$ cat src/rtl/bf16_mul_prenorm.sv
// BF16 multiplier front-end: sign, biased exponent sum and raw significand product via iterative shift-add.
// Optional macro PRENORM_SPECIAL_BYPASS_EN lets special operands skip the shift-add iterations.
module bf16_mul_prenorm #(
  parameter int BITS_PER_CYCLE = 1
) (
  input  logic        clk,
  input  logic        rst_n,
  input  logic        in_valid,
  output logic        in_ready,
  input  logic [15:0] a_in,
  input  logic [15:0] b_in,
  output logic        out_valid,
  input  logic        out_ready,
  output logic        sign_out,
  output logic [8:0]  exp_out,
  output logic [15:0] mant_raw
);

  localparam int N = 8 / BITS_PER_CYCLE;

  typedef enum logic [1:0] {S_IDLE, S_CALC, S_HOLD} state_t;
  typedef enum logic [1:0] {C_NORM, C_ZERO, C_INF, C_OVF} cls_t;

  function automatic cls_t classify(input logic [7:0] ea, input logic [7:0] eb,
                                    input logic signed [9:0] esum);
    if (ea == 8'hFF || eb == 8'hFF)   return C_INF;
    else if (ea == 8'h00 || eb == 8'h00) return C_ZERO;
    else if (esum <= 10'sd0)          return C_ZERO;
    else if (esum >= 10'sd256)        return C_OVF;
    else                              return C_NORM;
  endfunction

  function automatic logic [8:0] sat_exp(input cls_t c, input logic signed [9:0] esum);
    case (c)
      C_INF:   return 9'h0FF;
      C_ZERO:  return 9'h000;
      C_OVF:   return 9'h100;
      default: return esum[8:0];
    endcase
  endfunction

  function automatic logic [15:0] sat_mant(input cls_t c, input logic [15:0] prod);
    case (c)
      C_INF:   return 16'h4000;
      C_ZERO:  return 16'h0000;
      default: return prod;
    endcase
  endfunction

  state_t            state_q, state_d;
  cls_t              cls_q, cls_d;
  logic [2:0]        cnt_q, cnt_d;
  logic [15:0]       acc_q, acc_d;
  logic [15:0]       mcand_q, mcand_d;
  logic [7:0]        mplier_q, mplier_d;
  logic              sign_q, sign_d;
  logic signed [9:0] esum_q, esum_d;
  logic              out_valid_q, out_valid_d;
  logic              sign_out_q, sign_out_d;
  logic [8:0]        exp_out_q, exp_out_d;
  logic [15:0]       mant_raw_q, mant_raw_d;

  logic signed [9:0] esum_in;
  cls_t              cls_in;
  logic [15:0]       pp;
  logic [15:0]       acc_sum;

  assign esum_in = $signed({2'b00, a_in[14:7]}) + $signed({2'b00, b_in[14:7]}) - 10'sd127;
  assign cls_in  = classify(a_in[14:7], b_in[14:7], esum_in);

  always_comb begin
    state_d     = state_q;
    cls_d       = cls_q;
    cnt_d       = cnt_q;
    acc_d       = acc_q;
    mcand_d     = mcand_q;
    mplier_d    = mplier_q;
    sign_d      = sign_q;
    esum_d      = esum_q;
    out_valid_d = out_valid_q;
    sign_out_d  = sign_out_q;
    exp_out_d   = exp_out_q;
    mant_raw_d  = mant_raw_q;

    // Partial product for the multiplier bits retired this cycle, LSB first
    pp = '0;
    for (int i = 0; i < BITS_PER_CYCLE; i++) begin
      if (mplier_q[i]) pp = pp + (mcand_q << i);
    end
    acc_sum = acc_q + pp;

    case (state_q)
      S_IDLE: begin
        if (in_valid) begin
          sign_d   = a_in[15] ^ b_in[15];
          cls_d    = cls_in;
          esum_d   = esum_in;
          mcand_d  = {8'h00, 1'b1, a_in[6:0]};
          mplier_d = {1'b1, b_in[6:0]};
          acc_d    = '0;
          cnt_d    = '0;
          state_d  = S_CALC;
`ifdef PRENORM_SPECIAL_BYPASS_EN
          // Specials take a single CALC edge: product formed up front, no bits left to retire
          if (cls_in != C_NORM) begin
            acc_d    = {8'h00, 1'b1, a_in[6:0]} * {8'h00, 1'b1, b_in[6:0]};
            mplier_d = '0;
            cnt_d    = 3'(N - 1);
          end
`endif
        end
      end
      S_CALC: begin
        acc_d    = acc_sum;
        mcand_d  = mcand_q << BITS_PER_CYCLE;
        mplier_d = mplier_q >> BITS_PER_CYCLE;
        cnt_d    = cnt_q + 3'd1;
        if (cnt_q == 3'(N - 1)) begin
          out_valid_d = 1'b1;
          sign_out_d  = sign_q;
          exp_out_d   = sat_exp(cls_q, esum_q);
          mant_raw_d  = sat_mant(cls_q, acc_sum);
          state_d     = S_HOLD;
        end
      end
      S_HOLD: begin
        if (out_ready) begin
          out_valid_d = 1'b0;
          state_d     = S_IDLE;
        end
      end
      default: state_d = S_IDLE;
    endcase
  end

  always_ff @(posedge clk or negedge rst_n) begin
    if (!rst_n) begin
      state_q     <= S_IDLE;
      cls_q       <= C_NORM;
      cnt_q       <= '0;
      acc_q       <= '0;
      mcand_q     <= '0;
      mplier_q    <= '0;
      sign_q      <= 1'b0;
      esum_q      <= '0;
      out_valid_q <= 1'b0;
      sign_out_q  <= 1'b0;
      exp_out_q   <= '0;
      mant_raw_q  <= '0;
    end else begin
      state_q     <= state_d;
      cls_q       <= cls_d;
      cnt_q       <= cnt_d;
      acc_q       <= acc_d;
      mcand_q     <= mcand_d;
      mplier_q    <= mplier_d;
      sign_q      <= sign_d;
      esum_q      <= esum_d;
      out_valid_q <= out_valid_d;
      sign_out_q  <= sign_out_d;
      exp_out_q   <= exp_out_d;
      mant_raw_q  <= mant_raw_d;
    end
  end

  assign in_ready  = (state_q == S_IDLE);
  assign out_valid = out_valid_q;
  assign sign_out  = sign_out_q;
  assign exp_out   = exp_out_q;
  assign mant_raw  = mant_raw_q;

endmodule

$ cat config.mk
export PLATFORM = sky130hd
export DESIGN_NAME = bf16_mul_prenorm
export DESIGN_NICKNAME = d
export VERILOG_FILES = /design/src/rtl/bf16_mul_prenorm.sv
export SDC_FILE = /design/constraint.sdc
export NUM_CORES = 1
export LEC_CHECK = 0
export CELL_PAD_IN_SITES_DETAIL_PLACEMENT = 1
export CELL_PAD_IN_SITES_GLOBAL_PLACEMENT = 1
export CORE_MARGIN = 4
export CORE_UTILIZATION = 39
export CTS_BUF_LIST = sky130_fd_sc_hd__clkbuf_8
export CTS_CLUSTER_SIZE = 30
export DETAILED_ROUTE_END_ITERATION = 16
export PLACE_DENSITY_LB_ADDON = 0.1
export SETUP_SLACK_MARGIN = 0.5
export SLEW_MARGIN = 20
export SYNTH_ARGS = -nofsm -noshare
export SYNTH_HDL_FRONTEND = slang
export SYNTH_SLANG_ARGS = --single-unit
$ cat constraint.sdc
create_clock -name clk -period 3.72 [get_ports clk]
set_input_delay 0.744 -clock clk [delete_from_list [all_inputs] [get_ports clk]]
set_output_delay 0.744 -clock clk [all_outputs]
set_load 0.05 [all_outputs]
======== Word level (Yosys, flattened, before mapping) ========
Cells that the tools add are included.
W data, S select, Z words.
storage, ports and cells
  logic and storage cells ................. 64
  flip-flop bits (word level) ............. 84
cells by class
  equality and inequality tests ........... 11
  $lt $le $gt $ge ......................... 2
  reductions and logical operators ........ 12
  bitwise operators ....................... 1
  multiplexer cells ....................... 22
  $add $sub $neg .......................... 4
operator list
  operator                number
  $pmux W16 S2            3
  $mux W16                3
  $pmux W9 S3             1
  $add A16 B16 Y16        1
  $eq A8 B8 Y1 const B    2
  $logic_not A8 Y1        2
  $pmux W8 S2             1
  $mux W2                 7
  $ge A10 B10 Y1 const B  1
  $le A10 B1 Y1 const B   1
  $sub A9 B7 Y10 const B  1
  $add A8 B8 Y9           1
  $mux W8                 1
  $eq A2 B2 Y1 const B    3
  $ne A2 B2 Y1 const B    3
  $pmux W2 S3             1
  $pmux W3 S2             1
  $reduce_and A2 Y1       3
  $reduce_and A3 Y1       2
  $eq A2 B1 Y1 const B    2
  $reduce_bool A2 Y1      2
  $add A3 B1 Y3 const B   1
  $eq A3 B3 Y1 const B    1
  $mux W3                 1
  other kinds (5)         7

======== Longest topological paths before layout ========
Gate-level depths: netlist of the first run.
  depth in word-level cells ............... 7
  mapped depth ............................ 13

======== Worst setup path after synthesis of the first run ========
OpenSTA, ideal clock, no wires.
  path kind ............................... in2reg
  from .................................... in a_in[8]
  to ...................................... reg cls_q[0]
  setup time .............................. 0.142 ns
  slack ................................... 1.122 ns
  data arrival time ....................... 2.456 ns
  cell stages on the path ................. 11
  cells stage by stage .................... ha_1 > ha_1 > inv_1 > fa_1 > nor2b_1 > o31a_1 > o21ai_1 > nand2b_1 > xnor2_1 > a311oi_1 > o32ai_1
between the ends
  longest elaborated chain between the ends .. 7
  elaborated cells on any way between the ends .. 12
ends and longest elaborated chain
  element               RTL line  text
  from (decl)           10        input logic [15:0] a_in,
  $add A8 B8 Y9         68        assign esum_in = $signed({2'b00, a_in[14:7]}) + $signed({2'b00, b_in[14:7]}) - 10'sd127;
  $sub A9 B7 Y10        68
  $ge A10 B10 Y1        29        else if (esum >= 10'sd256) return C_OVF;
  $mux W2               29
  $mux W2               28        else if (esum <= 10'sd0) return C_ZERO;
  $mux W2               27        else if (ea == 8'h00 || eb == 8'h00) return C_ZERO;
  $mux W2 (*)           26        if (ea == 8'hFF || eb == 8'hFF) return C_INF;
  to (signal assigned)  152       cls_q <= cls_d;
  to (decl)             51        cls_t cls_q, cls_d;
Every way passes the cells marked *; elsewhere a longest branch is shown, timed or not.
A chain may end at the register's enable or synchronous reset.

======== Final worst setup path of the first run ========
Same ends and word-level chain as after synthesis.

==> run summary, run 1 <==
yosys warns: 0
Req. time, crit path: 4.00 ns
sequential area share after synthesis: 0.4435
clock transition at the registers of the reported paths: 0.09 ns
setup tns final: 0 ns
Syn Area/Cell: 8.926 um^2
Syn Nets: 604
vias per cell: 5.355
Hold WC Path Type: input port to asynchronous set/reset pin
CP Class: input port to register
status: complete, no violations
Final ANT Viol Nets: 0
antenna diode count: 0
max_cap viols: 0
Area Overhead vs Synth: 21.44%
slew at the pin closest to its max-slew limit: 0.8814 ns
CP Data Arrival Time: 3.30 ns
gr usage total: 0.1854
number of synthesized register bits: 84
R2R Path End: acc_q[14]
worst vdd ir: 335.5 uV
final WL: 12.18 mm
Port-buffer cells: 63
layout cells sized above 1: 0.06949
Ports: 64
Avg WL per Cell: 16.52 um
cell count after synthesis: 531
minimum clock period: 3.021 ns
DR pass1 iterations: 4
Worst setup SP type: input port
worst-skew pair later-pin latency: 0.38 ns
final setup fails: 0
Final Cycle Share: 0.8120
multi-input logic area: 0.002497 mm^2
Pleak: 2.607 nW
FF+latch area: 0.002102 mm^2
layout net count: 658
Setup WS pre-CTS: 0.2613 ns
core area: 0.01196 mm^2
largest net degree at the start of global routing: 55
GP Congestion: 0.8022
final hold viol count: 0
CP endpoint: cls_q[0]
initial antenna violation count: 0
post-layout util: 0.4812
Hold Buf Count CTS: 0
Cell variety after synth: 50
synthesized area: 0.004740 mm^2
RSZ-0062 raised after global routing: no
# DRC: 0
R2R Setup Slk: 1.02 ns
worst r2r src: mplier_q[0]
vias in the first global route: 4230
Cell Pwr Density: 997.4 mW/mm^2
Final Max Slew Viols: 0
final worst slack: 0.6993 ns
CTS Buf Count: 9
Die W: 118.2 um
Initial Utilization: 0.3962
DIE AREA: 0.01398 mm^2
Rel. slew slack: 0.4103
DIE HEIGHT: 118.2 um
worst-path fanout max: 3
DRT iter0 DRCs: 162
Worst Skew: 0.01329 ns
Filler cells: 1412
clk sinks: 84
via count: 3947
H-tree levels: 3
hpwl dp: 8.790 mm
# rows: 40
global-route wire length before repair: 21.04 mm
Hold WS: 0.3662 ns
root buf cell: clkbuf_8
R2R cell count: 9
Worst setup EP type: register
CTS tree: done
maximum buffer depth of the clock tree: 2
GRT overflow: 0
Crit. Startpoint: a_in[8]
Achievable Freq: 331.0 MHz
## cell usage after synthesis, drive strengths merged
| cell type | instances | area [um^2] |
|---|---|---|
| nor2 | 34 | 127.6 |
| o311ai | 1 | 8.760 |
| clkbuf | 22 | 82.58 |
| a21boi | 1 | 7.510 |
| a21oi | 26 | 145.2 |
| o31ai | 2 | 20.02 |
| and4 | 1 | 8.760 |
| nand2b | 5 | 31.28 |
| buf | 5 | 21.27 |
| inv | 17 | 63.81 |
| a211oi | 5 | 52.55 |
| o32ai | 1 | 8.760 |
| nor3 | 5 | 25.02 |
| nor4 | 4 | 25.02 |
| xnor2 | 12 | 105.1 |
| mux2i | 3 | 30.03 |
| o22ai | 1 | 6.260 |
| o21a | 3 | 22.52 |
| a22oi | 2 | 15.01 |
| o211ai | 2 | 15.01 |
| a21o | 7 | 52.55 |
| nand3 | 13 | 65.06 |
| a32o | 1 | 10.01 |
| o21bai | 2 | 15.01 |
| ha | 35 | 437.9 |
| fa | 2 | 40.04 |
| and2 | 16 | 100.1 |
| nor3b | 2 | 20.02 |
| o21ai | 54 | 277.8 |
| dfrtp | 84 | 2102 |
| o31a | 1 | 8.760 |
| mux2 | 2 | 22.52 |
| a31oi | 16 | 100.1 |
| nand4 | 5 | 31.28 |
| xor2 | 6 | 52.55 |
| nand4b | 1 | 8.760 |
| o2bb2ai | 3 | 26.28 |
| a22o | 10 | 87.58 |
| a311oi | 1 | 8.760 |
| nand2 | 115 | 431.7 |
| nor2b | 3 | 18.77 |
## how the worst min path moves through the flow
stage	endpoint	slack, ns	cells after the start
2_1_floorplan	acc_q[0]	0.45	0
3_3_place_gp	mant_raw[2]	0.46	2
3_5_place_dp	esum_q[8]	0.47	2
4_1_cts	exp_out[7]	0.37	1
5_1_grt	exp_out[2]	0.40	1
6_report	exp_out[7]	0.37	1
## per-stage QoR
stage | area, um^2 | total power [mW] | cells
5_1_grt | 5756 | 6.260 | 737
6_report | 5756 | 5.740 | 737
3_5_place_dp | 5500 | 5.024 | 720
3_3_place_gp | 5500 | 4.897 | 720
4_1_cts | 5728 | 5.804 | 736
2_1_floorplan | 4740 | 4.088 | 531
## worst max-delay path: stages
cell and delay (ns):
clkdlybuf4s50_1 0.45, ha_1 0.33, ha_2 0.22, inv_1 0.08, fa_2 0.22, nor2b_2 0.05, o31a_1 0.32, nor3_1 0.15
nor2_1 0.08, o311ai_2 0.25, a311oi_1 0.09, o32ai_1 0.30
## placed cells by master, fill, tap and decap left out, types with 2 or more instances in the layout
| cell type | instances |
|---|---|
| a22oi_1 | 2 |
| o211ai_1 | 2 |
| and2_1 | 16 |
| o21ai_1 | 9 |
| xnor2_1 | 12 |
| nor4_1 | 4 |
| a21oi_1 | 24 |
| xor2_1 | 6 |
| inv_1 | 18 |
| a211oi_2 | 3 |
| a21o_1 | 7 |
| mux2_2 | 2 |
| mux2i_1 | 3 |
| o2bb2ai_1 | 3 |
| nand3_1 | 13 |
| nor2b_2 | 2 |
| ha_1 | 34 |
| buf_4 | 8 |
| nor3_1 | 5 |
| nand4_1 | 5 |
| bufinv_16 | 2 |
| nor2_1 | 34 |
| a211oi_1 | 2 |
| dfrtp_1 | 84 |
| a31oi_1 | 16 |
| o21ai_0 | 43 |
| o21bai_1 | 2 |
| clkdlybuf4s50_1 | 62 |
| clkbuf_8 | 11 |
| o21ai_2 | 2 |
| nand2_1 | 114 |
| a22o_1 | 10 |
| o21a_1 | 3 |
| nand2b_1 | 4 |
## metal layers
metal | GRT usage | routed length, um | vias to the layer above | share of wire
met4 | 0.04396 | 121 | 0 | 0.0099
met1 | 0.2410 | 5769 | 1935 | 0.47
li1 | - | - | 1943 | -
met2 | 0.3051 | 5799 | 60 | 0.48
met5 | 0 | 0 | - | 0
met3 | 0.05407 | 486 | 9 | 0.040
## cells by family after synthesis
family,Yosys count,share of synthesized area
AND/OR/NAND/NOR,204,0.1885
XOR/XNOR,18,0.03326
adder cells (fa/ha/maj),37,0.1008
buffers and inverters,44,0.03537
AO/OA/AOI/OAI,139,0.1874
multiplexers,5,0.01109
flip-flops,84,0.4435
## state kept, by name, indices dropped and copies added (netlist names)
register	count
esum_q	9
acc_q	16
out_valid	1
state_q	2
mcand_q	16
cls_q	2
mplier_q	8
sign_out	1
exp_out	9
mant_raw	16
cnt_q	3
sign_q	1
## power breakdown
group	switching, mW	internal [mW]	total [mW]
Sequential	0.286	1.35	1.64
Combinational	2.07	1.27	3.34
Clock	0.349	0.412	0.761
Total	2.71	3.04	5.74
## layout make-up
class | count | share of cell area
multi-input combinational | 403 | 0.4339
sequential | 84 | 0.3652
timing repair buffer | 70 | 0.1183
tap | 147 | 0.03196
clock buffer | 11 | 0.02630
clock inverter | 5 | 0.01326
inverter | 17 | 0.01109
## what timing repair did
action | in CTS | in global routing
gates resized for setup | 0 | 4
setup endpoints to repair | 0 | 1
endpoints found under the hold margin | 0 | 0
buffers inserted | 0 | 1
Power figures use the tool's default switching activity.
==> run 2: changes to the inputs <==
==> constraint.sdc (replaced) <==
create_clock -name clk -period 2.6 [get_ports clk]
set_input_delay 0.52 -clock clk [delete_from_list [all_inputs] [get_ports clk]]
set_output_delay 0.52 -clock clk [all_outputs]
set_load 0.05 [all_outputs]
==> run 2 against run 1 <==
Effect of this change: power increased by 73%; worst setup slack got worse by 0.41 ns; clock skew decreased by 0.0075 ns; combinational power increased by 94%; first-iteration DRC count decreased by 12%; die area unchanged; final cell count increased by 6.2%; via count increased by 7.4%; sequential cell count unchanged; clock power increased by 38%; hold slack got worse by 0.24 ns; sequential share of layout area decreased by 5.4 points.
==> run summary, run 2 (synthesis results as in run 1) <==
status: complete, no violations
Die W: 118.2 um
DR pass1 iterations: 4
Ports: 64
vias in the first global route: 4722
worst vdd ir: 538.7 uV
# DRC: 0
GP Congestion: 0.7709
Switching Share: 0.4633
final instance area: 0.006764 mm^2
layer with the highest usage: met2
largest net degree at the start of global routing: 55
Final ANT Viol Nets: 0
vias per cell: 5.414
root buf cell: clkbuf_8
CP peak stage delay: 0.46 ns
commonest non-fill, non-tap cell in the layout: nand2_1
antenna diode count: 0
fin cells: 783
post-layout util: 0.5655
sequential power share: 0.240
most frequent cells in the layout: nand2_1, dfrtp_1, buf_4, o21ai_0, nor2_1
Filler cells: 1338
Avg WL per Cell: 18.37 um
core area: 0.01196 mm^2
clock transition at the registers of the reported paths: 0.08 ns
DIE HEIGHT: 118.2 um
via count: 4239
Port-buffer cells: 63
slew at the pin closest to its max-slew limit: 0.5875 ns
CTS tree: done
layout net count: 704
final worst slack: 0.2849 ns
H-tree levels: 3
Power, Total: 9.924 mW
placed insts: 752
clock share of power: 0.106
CP cell instances: buf_12, and2_1, ha_4, nand2_1, o21ai_4, o22ai_1, nor2_1, a31oi_2, xnor2_2, o31ai_2
# rows: 40
RSZ-0062 raised after global routing: yes
Initial Utilization: 0.3962
Pleak: 3.192 nW
final WL: 14.38 mm
max_cap viols: 0
Pint: 5.326 mW
Worst setup EP type: register
gr usage total: 0.2025
initial antenna violation count: 0
M1 GR Usage: 0.2367
setup tns final: 0 ns
Worst setup SP type: register
CTS Buf Count: 9
Achievable Freq: 432.0 MHz
highest-delay cell along the critical path: dfrtp_2
met3 usage: 0.03158
Setup WS pre-CTS: -0.4284 ns
routing usage on met2: 0.3669
Hold WS: 0.1268 ns
Worst Skew: 0.005817 ns
minimum clock period: 2.315 ns
combinational fraction of design power: 0.654
final setup fails: 0
R2R cell count: 10
layout cells sized above 1: 0.2689
final hold viol count: 0
Hold WC Path Type: input port to asynchronous set/reset pin
Area Overhead vs Synth: 42.71%
Final Max Slew Viols: 0
Rel. slew slack: 0.6083
hpwl dp: 9.334 mm
maximum buffer depth of the clock tree: 2
worst-skew pair later-pin latency: 0.38 ns
global-route wire length before repair: 23.02 mm
Cell Pwr Density: 1467 mW/mm^2
clk sinks: 84
NetSw: 4.598 mW
DIE AREA: 0.01398 mm^2
Req. time, crit path: 2.89 ns
Hold Buf Count CTS: 0
worst-path fanout max: 13
area post-placement: 0.005859 mm^2
DRT iter0 DRCs: 142
Final Cycle Share: 0.8904
CP Data Arrival Time: 2.61 ns
CP Class: register to register
GRT overflow: 0
-- run 2: cell type report --
| cell class | count | area [um^2] | share of cell area |
|---|---|---|---|
| clock buffers | 10 | 137.6 | 0.02035 |
| clock inverters | 6 | 78.83 | 0.01165 |
| inverters | 17 | 66.31 | 0.009804 |
| multi-input cells | 403 | 3109 | 0.4597 |
| flip-flops and latches | 84 | 2103 | 0.3110 |
| well taps | 147 | 183.9 | 0.02719 |
| repair buffers | 116 | 1085 | 0.1604 |
-- run 2: final timing paths --
kind / startpoint / endpoint / slack (ns)
max reg2reg: mplier_q[0] / mant_raw[15] / 0.28
max: mplier_q[0] / mant_raw[15] / 0.28
min in group clk: esum_q[8] / esum_q[8] / 0.48
min: rst_n / mcand_q[15] / 0.13
max in group asynchronous: rst_n / acc_q[5] / 1.84
min reg2reg: esum_q[8] / esum_q[8] / 0.48
-- run 2: critical path: cells and delay by family (launching register included) --
kind | cells | cell delay (ns)
fa+ha+maj | 1 | 0.31
buf+inv | 1 | 0.16
simple gates | 3 | 0.45
compound gates | 4 | 0.67
flops | 1 | 0.46
xor+xnor | 1 | 0.18
-- run 2: power groups by stage --
| stage | sequential (mW) | clock, mW | combinational (mW) |
|---|---|---|---|
| floorplan | 2.85 | 0 | 3.08 |
| global placement | 2.33 | 0 | 4.97 |
| CTS | 2.38 | 1.08 | 5.89 |
| global route | 2.47 | 1.14 | 7.08 |
| detailed placement | 2.36 | 0 | 5.13 |
| finish | 2.39 | 1.05 | 6.49 |
-- run 2: routing by layer --
layer	wire length [um]	part of all wire
met1	6024	0.42
met4	311	0.022
met3	339	0.024
met5	0	0
met2	7705	0.54
-- run 2: repair_timing --
item,4_1_cts,5_1_grt
setup buffers,7,8
pin swaps,32,35
resized for setup,106,63
endpoints found under the setup margin,35,44
==> run 3: changes to the inputs <==
--- a/config.mk
+++ b/config.mk
@@ -14,7 +14,7 @@
 export DETAILED_ROUTE_END_ITERATION = 16
 export PLACE_DENSITY_LB_ADDON = 0.1
 export SETUP_SLACK_MARGIN = 0.5
-export SLEW_MARGIN = 20
+export SLEW_MARGIN = 15
 export SYNTH_ARGS = -nofsm -noshare
 export SYNTH_HDL_FRONTEND = slang
 export SYNTH_SLANG_ARGS = --single-unit
==> run 3 against run 2 <==
Effect of this change: global-route usage did not move; critical path type unchanged; count of clock-buffer cells in the layout did not move; highest routed layer unchanged; sequential cell count did not move; clock skew rose by 0.0011 ns.
==> run summary, run 3 (synthesis results as in run 1) <==
DIE AREA: 0.01398 mm^2
post-layout util: 0.5644
Bufs and invs on worst path: 1
CTS tree: done
worst vdd ir: 538.3 uV
Final Cycle Share: 0.8935
Cell Pwr Density: 1463 mW/mm^2
Avg WL per Cell: 18.24 um
DR pass1 iterations: 4
CTS Buf Count: 9
Ports: 64
hpwl dp: 9.334 mm
CP cell instances: buf_12, and2_1, ha_4, nand2_1, o21ai_4, o22ai_1, nor2_1, a31oi_2, xnor2_2, o21ai_1
highest-delay cell along the critical path: dfrtp_2
# rows: 40
max_cap viols: 0
Die W: 118.2 um
vias in the first global route: 4722
Achievable Freq: 430.5 MHz
Final Max Slew Viols: 0
final setup fails: 0
initial antenna violation count: 0
Worst Skew: 0.006940 ns
layout cells sized above 1: 0.2673
GP Congestion: 0.7709
status: complete, no violations
most frequent cells in the layout: nand2_1, dfrtp_1, buf_4, o21ai_0, nor2_1
Worst setup SP type: register
largest net degree at the start of global routing: 55
Hold WC Path Type: input port to asynchronous set/reset pin
GRT overflow: 0
slew at the pin closest to its max-slew limit: 1.059 ns
final hold viol count: 0
maximum buffer depth of the clock tree: 2
commonest non-fill, non-tap cell in the layout: nand2_1
DIE HEIGHT: 118.2 um
Rel. slew slack: 0.2941
Setup WS pre-CTS: -0.4284 ns
vias per cell: 5.425
Pleak: 3.189 nW
global-route wire length before repair: 23.02 mm
antenna diode count: 0
Final ANT Viol Nets: 0
CP Data Arrival Time: 2.55 ns
Initial Utilization: 0.3962
DRT iter0 DRCs: 161
worst-skew pair later-pin latency: 0.38 ns
# DRC: 0
core area: 0.01196 mm^2
minimum clock period: 2.323 ns
via count: 4248
RSZ-0062 raised after global routing: yes
Area Overhead vs Synth: 42.45%
root buf cell: clkbuf_8
Hold Buf Count CTS: 0
worst-path fanout max: 13
kind of cell adding the most delay to the critical path: compound AO/OA/AOI/OAI gates
Worst setup EP type: register
final WL: 14.28 mm
gr usage total: 0.2025
clock transition at the registers of the reported paths: 0.08 ns
CP peak stage delay: 0.46 ns
clk sinks: 84
final worst slack: 0.2770 ns
Req. time, crit path: 2.83 ns
H-tree levels: 3
layout net count: 704
CP Class: register to register
Port-buffer cells: 63
==> run 3: cell counts in the layout (fill, tap and decap cells not counted) <==
No cell type changed its count.
==> run 3: worst register-to-register path: stages (launching register included) <==
cell and delay [ns]:
dfrtp_2 0.46, buf_12 0.16, and2_1 0.17, ha_4 0.31, nand2_1 0.09, o21ai_4 0.23
o22ai_1 0.12, nor2_1 0.19, a31oi_2 0.15, xnor2_2 0.22, o21ai_1 0.08
==> run 3: final cells by class <==
| type | instances | area, um^2 |
|---|---|---|
| clock inverter | 6 | 78.83 |
| tap | 147 | 183.9 |
| timing repair buffer | 116 | 1085 |
| inverter | 17 | 66.31 |
| fill | 1347 | 5210 |
| clock buffer | 10 | 137.6 |
| sequential | 84 | 2103 |
| multi-input combinational | 403 | 3097 |
==> run 3: metrics by stage <==
| step | area [um^2] | TNS, ns | instances | hold WS, ns | total power, mW |
|---|---|---|---|---|---|
| floorplan | 4825 | 0 | 531 | 0.2244 | 5.927 |
| global placement | 5859 | -0.7393 | 752 | 0.4615 | 7.307 |
| detailed placement | 5859 | -1.302 | 752 | 0.4684 | 7.495 |
| CTS | 6451 | 0 | 775 | 0.1369 | 9.355 |
| global route | 6751 | 0 | 783 | 0.1393 | 10.65 |
| finish | 6751 | 0 | 783 | 0.1245 | 9.878 |
==> run 3: path summary, 6_finish.rpt <==
check	startpoint	end	slack, ns	cells past startpoint
worst max register to register	mplier_q[0]	acc_q[15]	0.28	10
worst min-delay path	rst_n	mcand_q[15]	0.12	1
max in group asynchronous	rst_n	acc_q[7]	1.84	2
worst max-delay path	mplier_q[0]	acc_q[15]	0.28	10
min in group clk	esum_q[8]	esum_q[8]	0.48	2
worst min register to register	esum_q[8]	esum_q[8]	0.48	2
==> run 3: routing by layer <==
layer | wire, um | GRT usage | vias up
met1 | 6050 | 0.2367 | 2118
met3 | 302 | 0.03158 | 25
met5 | 0 | 0 | -
li1 | - | - | 2035
met2 | 7601 | 0.3669 | 70
met4 | 328 | 0.08498 | 0
==> run 3: power by group <==
group          leakage [nW]  internal, mW  switching (mW)  total (mW)
combinational          2.04          2.81            3.63        6.44
sequential             1.03          1.94           0.442        2.38
clock                 0.117         0.559           0.496        1.05
==> run 3: timing repair <==
action	CTS	global route
gates cloned	0	0
gates resized for setup	106	61
buffers inserted	7	8
endpoints found under the setup margin	35	44
pin swaps	32	36
